`src/rtl/div_seq.sv`:
```
// Multi-cycle radix-2 restoring divider for DIV/DIVU beside the EX stage.
// Returns {remainder, quotient} and requests a pipeline stall while it works.
module div_seq #(
    parameter int WIDTH = 32
) (
    input  logic               clk,
    input  logic               rst,
    input  logic               signed_div_i,
    input  logic [WIDTH-1:0]   opdata1_i,
    input  logic [WIDTH-1:0]   opdata2_i,
    input  logic               start_i,
    input  logic               annul_i,
    output logic [2*WIDTH-1:0] result_o,
    output logic               ready_o,
    output logic               stallreq_o
);

    localparam int CW = $clog2(WIDTH + 1);

    typedef enum logic [1:0] {IDLE, BYZERO, ON, END} state_t;

    state_t           state, next_state;
    logic [CW-1:0]    counter;
    logic [WIDTH-1:0] dividend;
    logic [WIDTH-1:0] divisor;
    logic [WIDTH-1:0] rem;
    logic             neg_quot;
    logic             neg_rem;

    logic [WIDTH-1:0] abs_op1;
    logic [WIDTH-1:0] abs_op2;
    logic [WIDTH:0]   shifted;
    logic [WIDTH-1:0] diff;
    logic             fits;
    logic [WIDTH-1:0] quot_fixed;
    logic [WIDTH-1:0] rem_fixed;
    logic             accept;
    logic             last_iter;

    assign accept    = start_i && !annul_i;
    assign last_iter = (counter == CW'(WIDTH));

    assign abs_op1 = (signed_div_i && opdata1_i[WIDTH-1]) ? -opdata1_i : opdata1_i;
    assign abs_op2 = (signed_div_i && opdata2_i[WIDTH-1]) ? -opdata2_i : opdata2_i;

    // The partial remainder is always below the divisor, so the true difference fits WIDTH bits.
    assign shifted = {rem, dividend[WIDTH-1]};
    assign fits    = (shifted >= {1'b0, divisor});
    assign diff    = shifted[WIDTH-1:0] - divisor;

    assign quot_fixed = neg_quot ? -dividend : dividend;
    assign rem_fixed  = neg_rem  ? -rem      : rem;

    assign stallreq_o = rst && (((state == IDLE) && accept) || (state == BYZERO) || (state == ON));

    always_ff @(posedge clk or negedge rst) begin
        if (!rst) begin
            state <= IDLE;
        end else begin
            state <= next_state;
        end
    end

    always_comb begin
        next_state = state;
        case (state)
            IDLE: begin
                if (accept) begin
                    next_state = (opdata2_i == '0) ? BYZERO : ON;
                end
            end
            BYZERO: next_state = annul_i ? IDLE : END;
            ON: begin
                if (annul_i) begin
                    next_state = IDLE;
                end else if (last_iter) begin
                    next_state = END;
                end
            end
            END: begin
                if (!start_i) begin
                    next_state = IDLE;
                end
            end
            default: next_state = IDLE;
        endcase
    end

    // Datapath: operands latched once in IDLE; ready rises one edge after entering END from BYZERO.
    always_ff @(posedge clk or negedge rst) begin
        if (!rst) begin
            counter  <= '0;
            dividend <= '0;
            divisor  <= '0;
            rem      <= '0;
            neg_quot <= 1'b0;
            neg_rem  <= 1'b0;
            result_o <= '0;
            ready_o  <= 1'b0;
        end else begin
            case (state)
                IDLE: begin
                    ready_o  <= 1'b0;
                    result_o <= '0;
                    if (accept && (opdata2_i != '0)) begin
                        dividend <= abs_op1;
                        divisor  <= abs_op2;
                        rem      <= '0;
                        counter  <= '0;
                        neg_quot <= signed_div_i && (opdata1_i[WIDTH-1] ^ opdata2_i[WIDTH-1]);
                        neg_rem  <= signed_div_i && opdata1_i[WIDTH-1];
                    end
                end
                BYZERO: begin
                    ready_o  <= 1'b0;
                    result_o <= '0;
                end
                ON: begin
                    if (annul_i) begin
                        ready_o  <= 1'b0;
                        result_o <= '0;
                        counter  <= '0;
                    end else if (last_iter) begin
                        ready_o  <= 1'b1;
                        result_o <= {rem_fixed, quot_fixed};
                    end else begin
                        rem      <= fits ? diff : shifted[WIDTH-1:0];
                        dividend <= {dividend[WIDTH-2:0], fits};
                        counter  <= counter + 1'b1;
                    end
                end
                END: begin
                    if (!start_i) begin
                        ready_o  <= 1'b0;
                        result_o <= '0;
                    end else begin
                        ready_o  <= 1'b1;
                    end
                end
                default: begin
                    ready_o  <= 1'b0;
                    result_o <= '0;
                end
            endcase
        end
    end

endmodule

```
`config.mk`:
```
export PLATFORM = sky130hd
export DESIGN_NAME = div_seq
export DESIGN_NICKNAME = d
export VERILOG_FILES = /design/src/rtl/div_seq.sv
export SDC_FILE = /design/constraint.sdc
export NUM_CORES = 1
export LEC_CHECK = 0
export BUFFER_PORTS_ARGS = -buffer_cell sky130_fd_sc_hd__buf_2
export CORE_UTILIZATION = 54
export DETAILED_ROUTE_END_ITERATION = 8
export GPL_TIMING_DRIVEN = 0
export PLACE_DENSITY = 0.85
export RECOVER_POWER = 100
export SYNTH_ARGS = -nofsm -noshare
export SYNTH_HDL_FRONTEND = slang
export SYNTH_SLANG_ARGS = --single-unit
```
`constraint.sdc`:
```
create_clock -name clk -period 2.9 [get_ports clk]
set_input_delay 0.58 -clock clk [delete_from_list [all_inputs] [get_ports clk]]
set_output_delay 0.58 -clock clk [all_outputs]
set_load 0.01 [all_outputs]
```
==> results.sh, run 1 <==
export IMPL_routabilityCongestion=1.009
export IMPL_p_switching_w=0.005299
export IMPL_clk_pin_slew_ns=0.07
export IMPL_mappedNetlistArea_um2=11490
export IMPL_crit_slowest_cell="dfrtp_1"
export IMPL_ir_drop_v=0.0004253
export IMPL_yosysSeqAreaShare=0.3724
export IMPL_clockBufferDepth=2
export IMPL_startpoint_type="register"
export IMPL_synth_flop_cell="dfrtp_1"
export IMPL_slew_headroom=-0.1673
export IMPL_viasPerCell=6.358
export IMPL_num_rows=52
export IMPL_pre_cts_slack_ns=-0.8027
export IMPL_rsz0062_at_grt="yes"
export IMPL_slowest_delay_ns=0.52
export IMPL_comb_power_share=0.488
export IMPL_post_dp_hpwl_mm=24.59
export IMPL_root_buffer="clkbuf_16"
export IMPL_grt_max_degree=130
export IMPL_worstPathArrival_ns=3.41
export IMPL_drive_above_1_share=0.1941
export IMPL_power_density_nw_per_um2=791.0
export IMPL_seqPwrFrac=0.313
export IMPL_criticalPathCategory="register to register"
export IMPL_finalHoldViolations=0
export IMPL_clk_latency_ns=0.45
export IMPL_antenna_left=0
export IMPL_nFillCells=1540
export IMPL_multi_input_area_um2=7502
export IMPL_grt_total_usage=0.3158
export IMPL_holdCritPathClass="input port to asynchronous set/reset pin"
export IMPL_skew_ns=0.009423
export IMPL_worst_endpoint_required_ns=3.24
export IMPL_die_w_um=147.9
export IMPL_maxCapViolations=1
export IMPL_rr_endpoint="rem[15]"
export IMPL_syn_to_final_growth_pct=24.22
export IMPL_synth_cell_types=72
export IMPL_period_needed_ns=3.064
export IMPL_first_pass_iters=6
export IMPL_worstSetupEndpointType="register"
export IMPL_grt_pass1_vias=10710
export IMPL_drv_slew=130
export IMPL_totalWireLength_mm=37.34
export IMPL_wire_per_inst_um=20.00
export IMPL_utilization=0.6943
export IMPL_p_leak_nw=6.302
export IMPL_synth_seq_cells=171
export IMPL_status="finished with violations"
export IMPL_violations="max-capacitance violations, max-slew violations, negative setup slack"
export IMPL_crit_end="rem[15]"
export IMPL_synth_area_per_cell_um2=8.249
export IMPL_fmax_mhz=326.4
export IMPL_antenna_found_initial=0
export IMPL_dr_first_iter_drc_count=1126
export IMPL_startpoint="rem[28]"
export IMPL_ys_warn_count=0
export IMPL_intPower_w=0.005992
export IMPL_pin_count=135
export IMPL_worstReg2RegStart="rem[28]"
export IMPL_vias=11870
export IMPL_worstMarginPinSlew_ns=1.751
export IMPL_die_area_um2=21870
export IMPL_crit_fanout=6
export IMPL_grt_pass1_wl_mm=54.70
export IMPL_final_area_um2=14270
export IMPL_syn_nets=1505
export IMPL_place_area_um2=12540
export IMPL_num_nets_final=1696
export IMPL_period_share=1.057
export IMPL_switching_share=0.4693
export IMPL_cts_tree="built"
export IMPL_numCtsBuffers=17
export IMPL_rr_worst_depth=10
export IMPL_final_setup_viol_count=32
export IMPL_n_antenna_cell=0
export IMPL_gr_total_overflow=0
export IMPL_rrSetupSlack_ns=-0.16
export IMPL_setup_ws_ns=-0.1641
export IMPL_start_util=0.5589
export IMPL_synth_edff_count=0
export IMPL_clock_sinks=171
export IMPL_port_buffers=134
export IMPL_regArea_um2=4302
export IMPL_die_y_um=147.9
export IMPL_htreeDepth=4
export IMPL_clkPwrFrac=0.199
export IMPL_core_um2=20560
export IMPL_synthCells=1393
export IMPL_crit_chain="ha_2 > nand2_1 > nor3b_4 > nand3_1 > nor4_2 > a31oi_2 > inv_2 > nor2_4 > buf_8 > o311ai_2"
export IMPL_drc=0
export IMPL_synthArstFlopShare=1.000
-- power by group through the flow --
stage               Combinational [W]  Sequential, W  Clock, W
global route                  0.00597        0.00359   0.00236
floorplan                     0.00337        0.00328         0
finish                        0.00551        0.00354   0.00225
CTS                           0.00483        0.00343   0.00224
global placement              0.00441        0.00342         0
detailed placement            0.00457        0.00346         0
-- through the flow --
step | hold slack [ns] | instances | setup TNS (ns) | total power, W
after floorplan | 0.2844 | 1393 | 0 | 0.006649
after global placement | 0.4569 | 1797 | -284.27 | 0.007837
after detailed placement | 0.4660 | 1798 | -66.89 | 0.008025
after CTS | 0.02609 | 1851 | -0.2075 | 0.01050
after global routing | 0.02242 | 1867 | -5.872 | 0.01191
final | 0.004502 | 1867 | -2.454 | 0.01129
-- placed cells by master (no fill, tap or decap), types with 8 or more instances in the layout --
master / instances
and2_1: 9
nor2_1: 82
a21oi_1: 96
nand2_1: 217
clkbuf_16: 18
clkbuf_2: 12
nand2b_1: 11
o31ai_1: 30
xor2_1: 95
ha_1: 26
nor3_1: 22
dfrtp_1: 153
xnor2_1: 46
buf_4: 41
nand4_1: 37
o311ai_4: 13
o21ai_1: 14
nand3_1: 21
or4_1: 8
a21o_1: 12
buf_2: 69
inv_1: 54
clkbuf_1: 101
a31oi_1: 11
inv_2: 9
ha_4: 9
o41ai_1: 9
or3_1: 8
o21ai_0: 159
o311ai_2: 10
dfrtp_2: 18
-- worst max-delay path, delay by kind of cell (launching register included) --
kind	cells	cell delay (ns)
buffers and inverters	2	0.38
adders and majority gates	1	0.47
and+or+nand+nor	5	1.09
DFF	1	0.52
AOI/OAI and AO/OA	2	0.50
-- worst min-delay path by stage --
stage               depth (start not counted)            to          from
global route                                1    counter[4]           rst
detailed placement                          2  result_o[22]  result_o[22]
global placement                            2  result_o[19]  result_o[19]
floorplan                                   0    counter[0]           rst
CTS                                         1    counter[5]           rst
finish                                      1      state[1]           rst
-- metal layers --
layer | up-vias | routed length (µm) | global-route usage
met3 | 165 | 3988 | 0.06451
li1 | 5356 | - | -
met5 | - | 0 | 0
met1 | 5628 | 14800 | 0.4261
met2 | 722 | 17030 | 0.5002
met4 | 0 | 1525 | 0.1206
-- registers in the layout, indices dropped and copies added, names as in the netlist --
| name | flops |
|---|---|
| neg_quot | 1 |
| dividend | 32 |
| divisor | 32 |
| ready_o | 1 |
| rem | 32 |
| result_o | 64 |
| state | 2 |
| neg_rem | 1 |
| counter | 6 |
-- logic make-up after synthesis --
kind of cell,count (synthesis),synth area share
multiplexers,6,0.005335
flip-flops,171,0.3724
AO/OA/AOI/OAI,418,0.2210
adder cells (fa/ha/maj),43,0.04747
AND/OR/NAND/NOR,474,0.1972
buffers and inverters,138,0.04758
XOR/XNOR,143,0.1090
-- layout make-up --
type / count / area share
Clock buffer: 17 / 0.02980
Timing Repair Buffer: 180 / 0.06942
Tap cell: 270 / 0.02367
Buffer: 66 / 0.02358
Multi-Input combinational cell: 1085 / 0.5256
Inverter: 63 / 0.01657
Sequential cell: 171 / 0.3014
Clock inverter: 15 / 0.009993
-- cell usage after synthesis (13+ instances only) --
cell	number	area share
nor2_1	82	0.027
o21ai_1	13	0.0057
a31oi_1	14	0.0076
dfrtp_1	171	0.37
nand2_1	218	0.071
o311ai_1	18	0.014
xnor2_1	47	0.036
nor3_1	23	0.010
a21o_1	13	0.0085
o31ai_1	36	0.024
xor2_1	96	0.073
nand3_1	22	0.0096
ha_1	42	0.046
nand4_1	37	0.020
o21ai_0	165	0.072
a21oi_1	101	0.044
inv_1	63	0.021
clkbuf_1	56	0.018
-- what timing repair did --
action | in CTS | in global routing
hold endpoints to repair | 0 | 0
gates resized for setup | 88 | 124
setup buffers | 23 | 20
pin swaps | 16 | 43
hold buffers | 0 | 0
gates cloned | 1 | 2
setup endpoints to repair | 96 | 108
Power figures use the tool's default switching activity.
==> inputs of run 2 (changes only) <==
--- a/config.mk
+++ b/config.mk
@@ -6,10 +6,10 @@
 export NUM_CORES = 1
 export LEC_CHECK = 0
 export BUFFER_PORTS_ARGS = -buffer_cell sky130_fd_sc_hd__buf_2
-export CORE_UTILIZATION = 54
+export CORE_UTILIZATION = 60
 export DETAILED_ROUTE_END_ITERATION = 8
 export GPL_TIMING_DRIVEN = 0
-export PLACE_DENSITY = 0.85
+export PLACE_DENSITY = 0.89
 export RECOVER_POWER = 100
 export SYNTH_ARGS = -nofsm -noshare
 export SYNTH_HDL_FRONTEND = slang
==> constraint.sdc (replaced) <==
create_clock -name clk -period 3.9 [get_ports clk]
set_input_delay 0.78 -clock clk [delete_from_list [all_inputs] [get_ports clk]]
set_output_delay 0.78 -clock clk [all_outputs]
set_load 0.01 [all_outputs]
==> run 2 against run 1 <==
Net effect:
- the run now ends clean
- largest cell class unchanged
- clock-buffer cell count is the same
- clock skew grew 0.0012 ns
- non-clock buffer count shrank 36
- cell area shrank 9.2%
- highest routed layer unchanged
==> results.sh, run 2 (synthesis gave the netlist of run 1 again) <==
export IMPL_routabilityCongestion=0.9715
export IMPL_power_density_nw_per_um2=594.2
export IMPL_pre_cts_slack_ns=0.02895
export IMPL_rrSetupSlack_ns=0.27
export IMPL_grt_total_usage=0.3339
export IMPL_slew_headroom=0.4786
export IMPL_drive_above_1_share=0.08205
export IMPL_antenna_left=0
export IMPL_start_util=0.6123
export IMPL_drv_slew=0
export IMPL_final_cell_mix="218 x nand2_1, 172 x o21ai_0, 171 x dfrtp_1, 124 x clkbuf_1, 101 x a21oi_1"
export IMPL_period_needed_ns=3.703
export IMPL_syn_to_final_growth_pct=12.77
export IMPL_totalWireLength_mm=32.01
export IMPL_worstReg2RegStart="rem[10]"
export IMPL_worstPathArrival_ns=3.99
export IMPL_htreeDepth=4
export IMPL_top_register="result_o"
export IMPL_wire_per_inst_um=17.84
export IMPL_status="completed"
export IMPL_fmax_mhz=270.1
export IMPL_die_w_um=140.4
export IMPL_grt_pass1_vias=10390
export IMPL_startpoint_type="input port"
export IMPL_dr_first_iter_drc_count=942
export IMPL_crit_fanout=10
export IMPL_pin_count=135
export IMPL_gr_total_overflow=0
export IMPL_finalHoldViolations=0
export IMPL_die_area_um2=19710
export IMPL_cts_setup_buffers=0
export IMPL_setup_ws_ns=0.1970
export IMPL_numCtsBuffers=17
export IMPL_skew_ns=0.01062
export IMPL_cts_tree="built"
export IMPL_worstSetupEndpointType="register"
export IMPL_n_antenna_cell=0
export IMPL_first_pass_iters=6
export IMPL_core_um2=18770
export IMPL_p_leak_nw=5.736
export IMPL_post_dp_hpwl_mm=24.40
export IMPL_grt_max_degree=117
export IMPL_clockBufferDepth=2
export IMPL_die_y_um=140.4
export IMPL_clk_pin_slew_ns=0.07
export IMPL_period_share=0.9495
export IMPL_clock_sinks=171
export IMPL_holdCritPathClass="input port to asynchronous set/reset pin"
export IMPL_clk_latency_ns=0.44
export IMPL_totalPowerFinal_w=0.007701
export IMPL_regArea_um2=4279
export IMPL_worst_endpoint_required_ns=4.18
export IMPL_num_rows=50
export IMPL_largest_reg_flops=64
export IMPL_worstMarginPinSlew_ns=0.7820
export IMPL_viasPerCell=6.216
export IMPL_rsz0062_at_grt="no"
export IMPL_criticalPathCategory="input port to register"
export IMPL_rr_endpoint="rem[24]"
export IMPL_final_setup_viol_count=0
export IMPL_hold_slack_ns=0.2498
export IMPL_num_nets_final=1659
export IMPL_vias=11150
export IMPL_port_buffers=134
export IMPL_ir_drop_v=0.0003242
export IMPL_rr_worst_depth=10
export IMPL_grt_pass1_wl_mm=52.24
export IMPL_drc=0
export IMPL_nFillCells=1534
export IMPL_layout_commonest_cell="nand2_1"
export IMPL_multi_input_area_um2=6630
export IMPL_antenna_found_initial=0
export IMPL_root_buffer="clkbuf_16"
export IMPL_maxCapViolations=0
-- run 2: what timing repair did --
| action | 4_1_cts | 5_1_grt |
|---|---|---|
| resized for setup | 0 | 3 |
| setup endpoints to repair | 0 | 24 |
| hold buffers | 0 | 0 |
-- run 2: critical path, cell delays in order --
cell and delay (ns):
buf_2 0.09, inv_1 0.10, ha_1 0.20, or4b_1 0.53
nor3_2 0.53, nand4_1 0.25, o21ai_0 0.35, a21o_1 0.45
clkbuf_1 0.50, o311ai_1 0.20
-- run 2: worst max path at each step --
stage,start,endpoint,slack (ns)
floorplan,opdata2_i[0],dividend[28],0.81
global placement,rst,stallreq_o,-0.97
detailed placement,opdata2_i[0],rem[22],0.03
CTS,rem[10],rem[23],0.19
global route,opdata2_i[0],dividend[19],0.02
finish,opdata2_i[0],rem[24],0.20
-- run 2: per-layer routing --
| metal | global-route usage | up-vias | part of all wire |
|---|---|---|---|
| met3 | 0.05265 | 53 | 0.092 |
| met4 | 0.08271 | 0 | 0.015 |
| met5 | 0 | - | 0 |
| li1 | - | 5289 | - |
| met2 | 0.5271 | 565 | 0.45 |
| met1 | 0.4803 | 5245 | 0.45 |
-- run 2: through the flow --
step | std cells | setup TNS, ns | utilization | instance area (µm²)
4_1_cts | 1794 | 0 | 0.6972 | 13090
6_report | 1794 | 0 | 0.6905 | 12960
2_1_floorplan | 1393 | 0 | - | 11490
3_5_place_dp | 1762 | 0 | 0.6656 | 12490
3_3_place_gp | 1761 | -72.32 | 0.6636 | 12450
5_1_grt | 1794 | 0 | 0.6905 | 12960
-- run 2: where the power goes --
group          internal [W]  switching, W  leakage, nW
clock network      0.000870      0.000830        0.291
registers           0.00214      0.000414         2.27
logic               0.00116       0.00228         3.18
-- run 2: final cells by class --
type	count	area share
Clock buffer	17	0.03283
Multi-Input combinational cell	1084	0.5116
Sequential cell	171	0.3302
Tap cell	234	0.02259
Inverter	63	0.01825
Buffer	75	0.02327
Timing Repair Buffer	135	0.04828
Clock inverter	15	0.01294
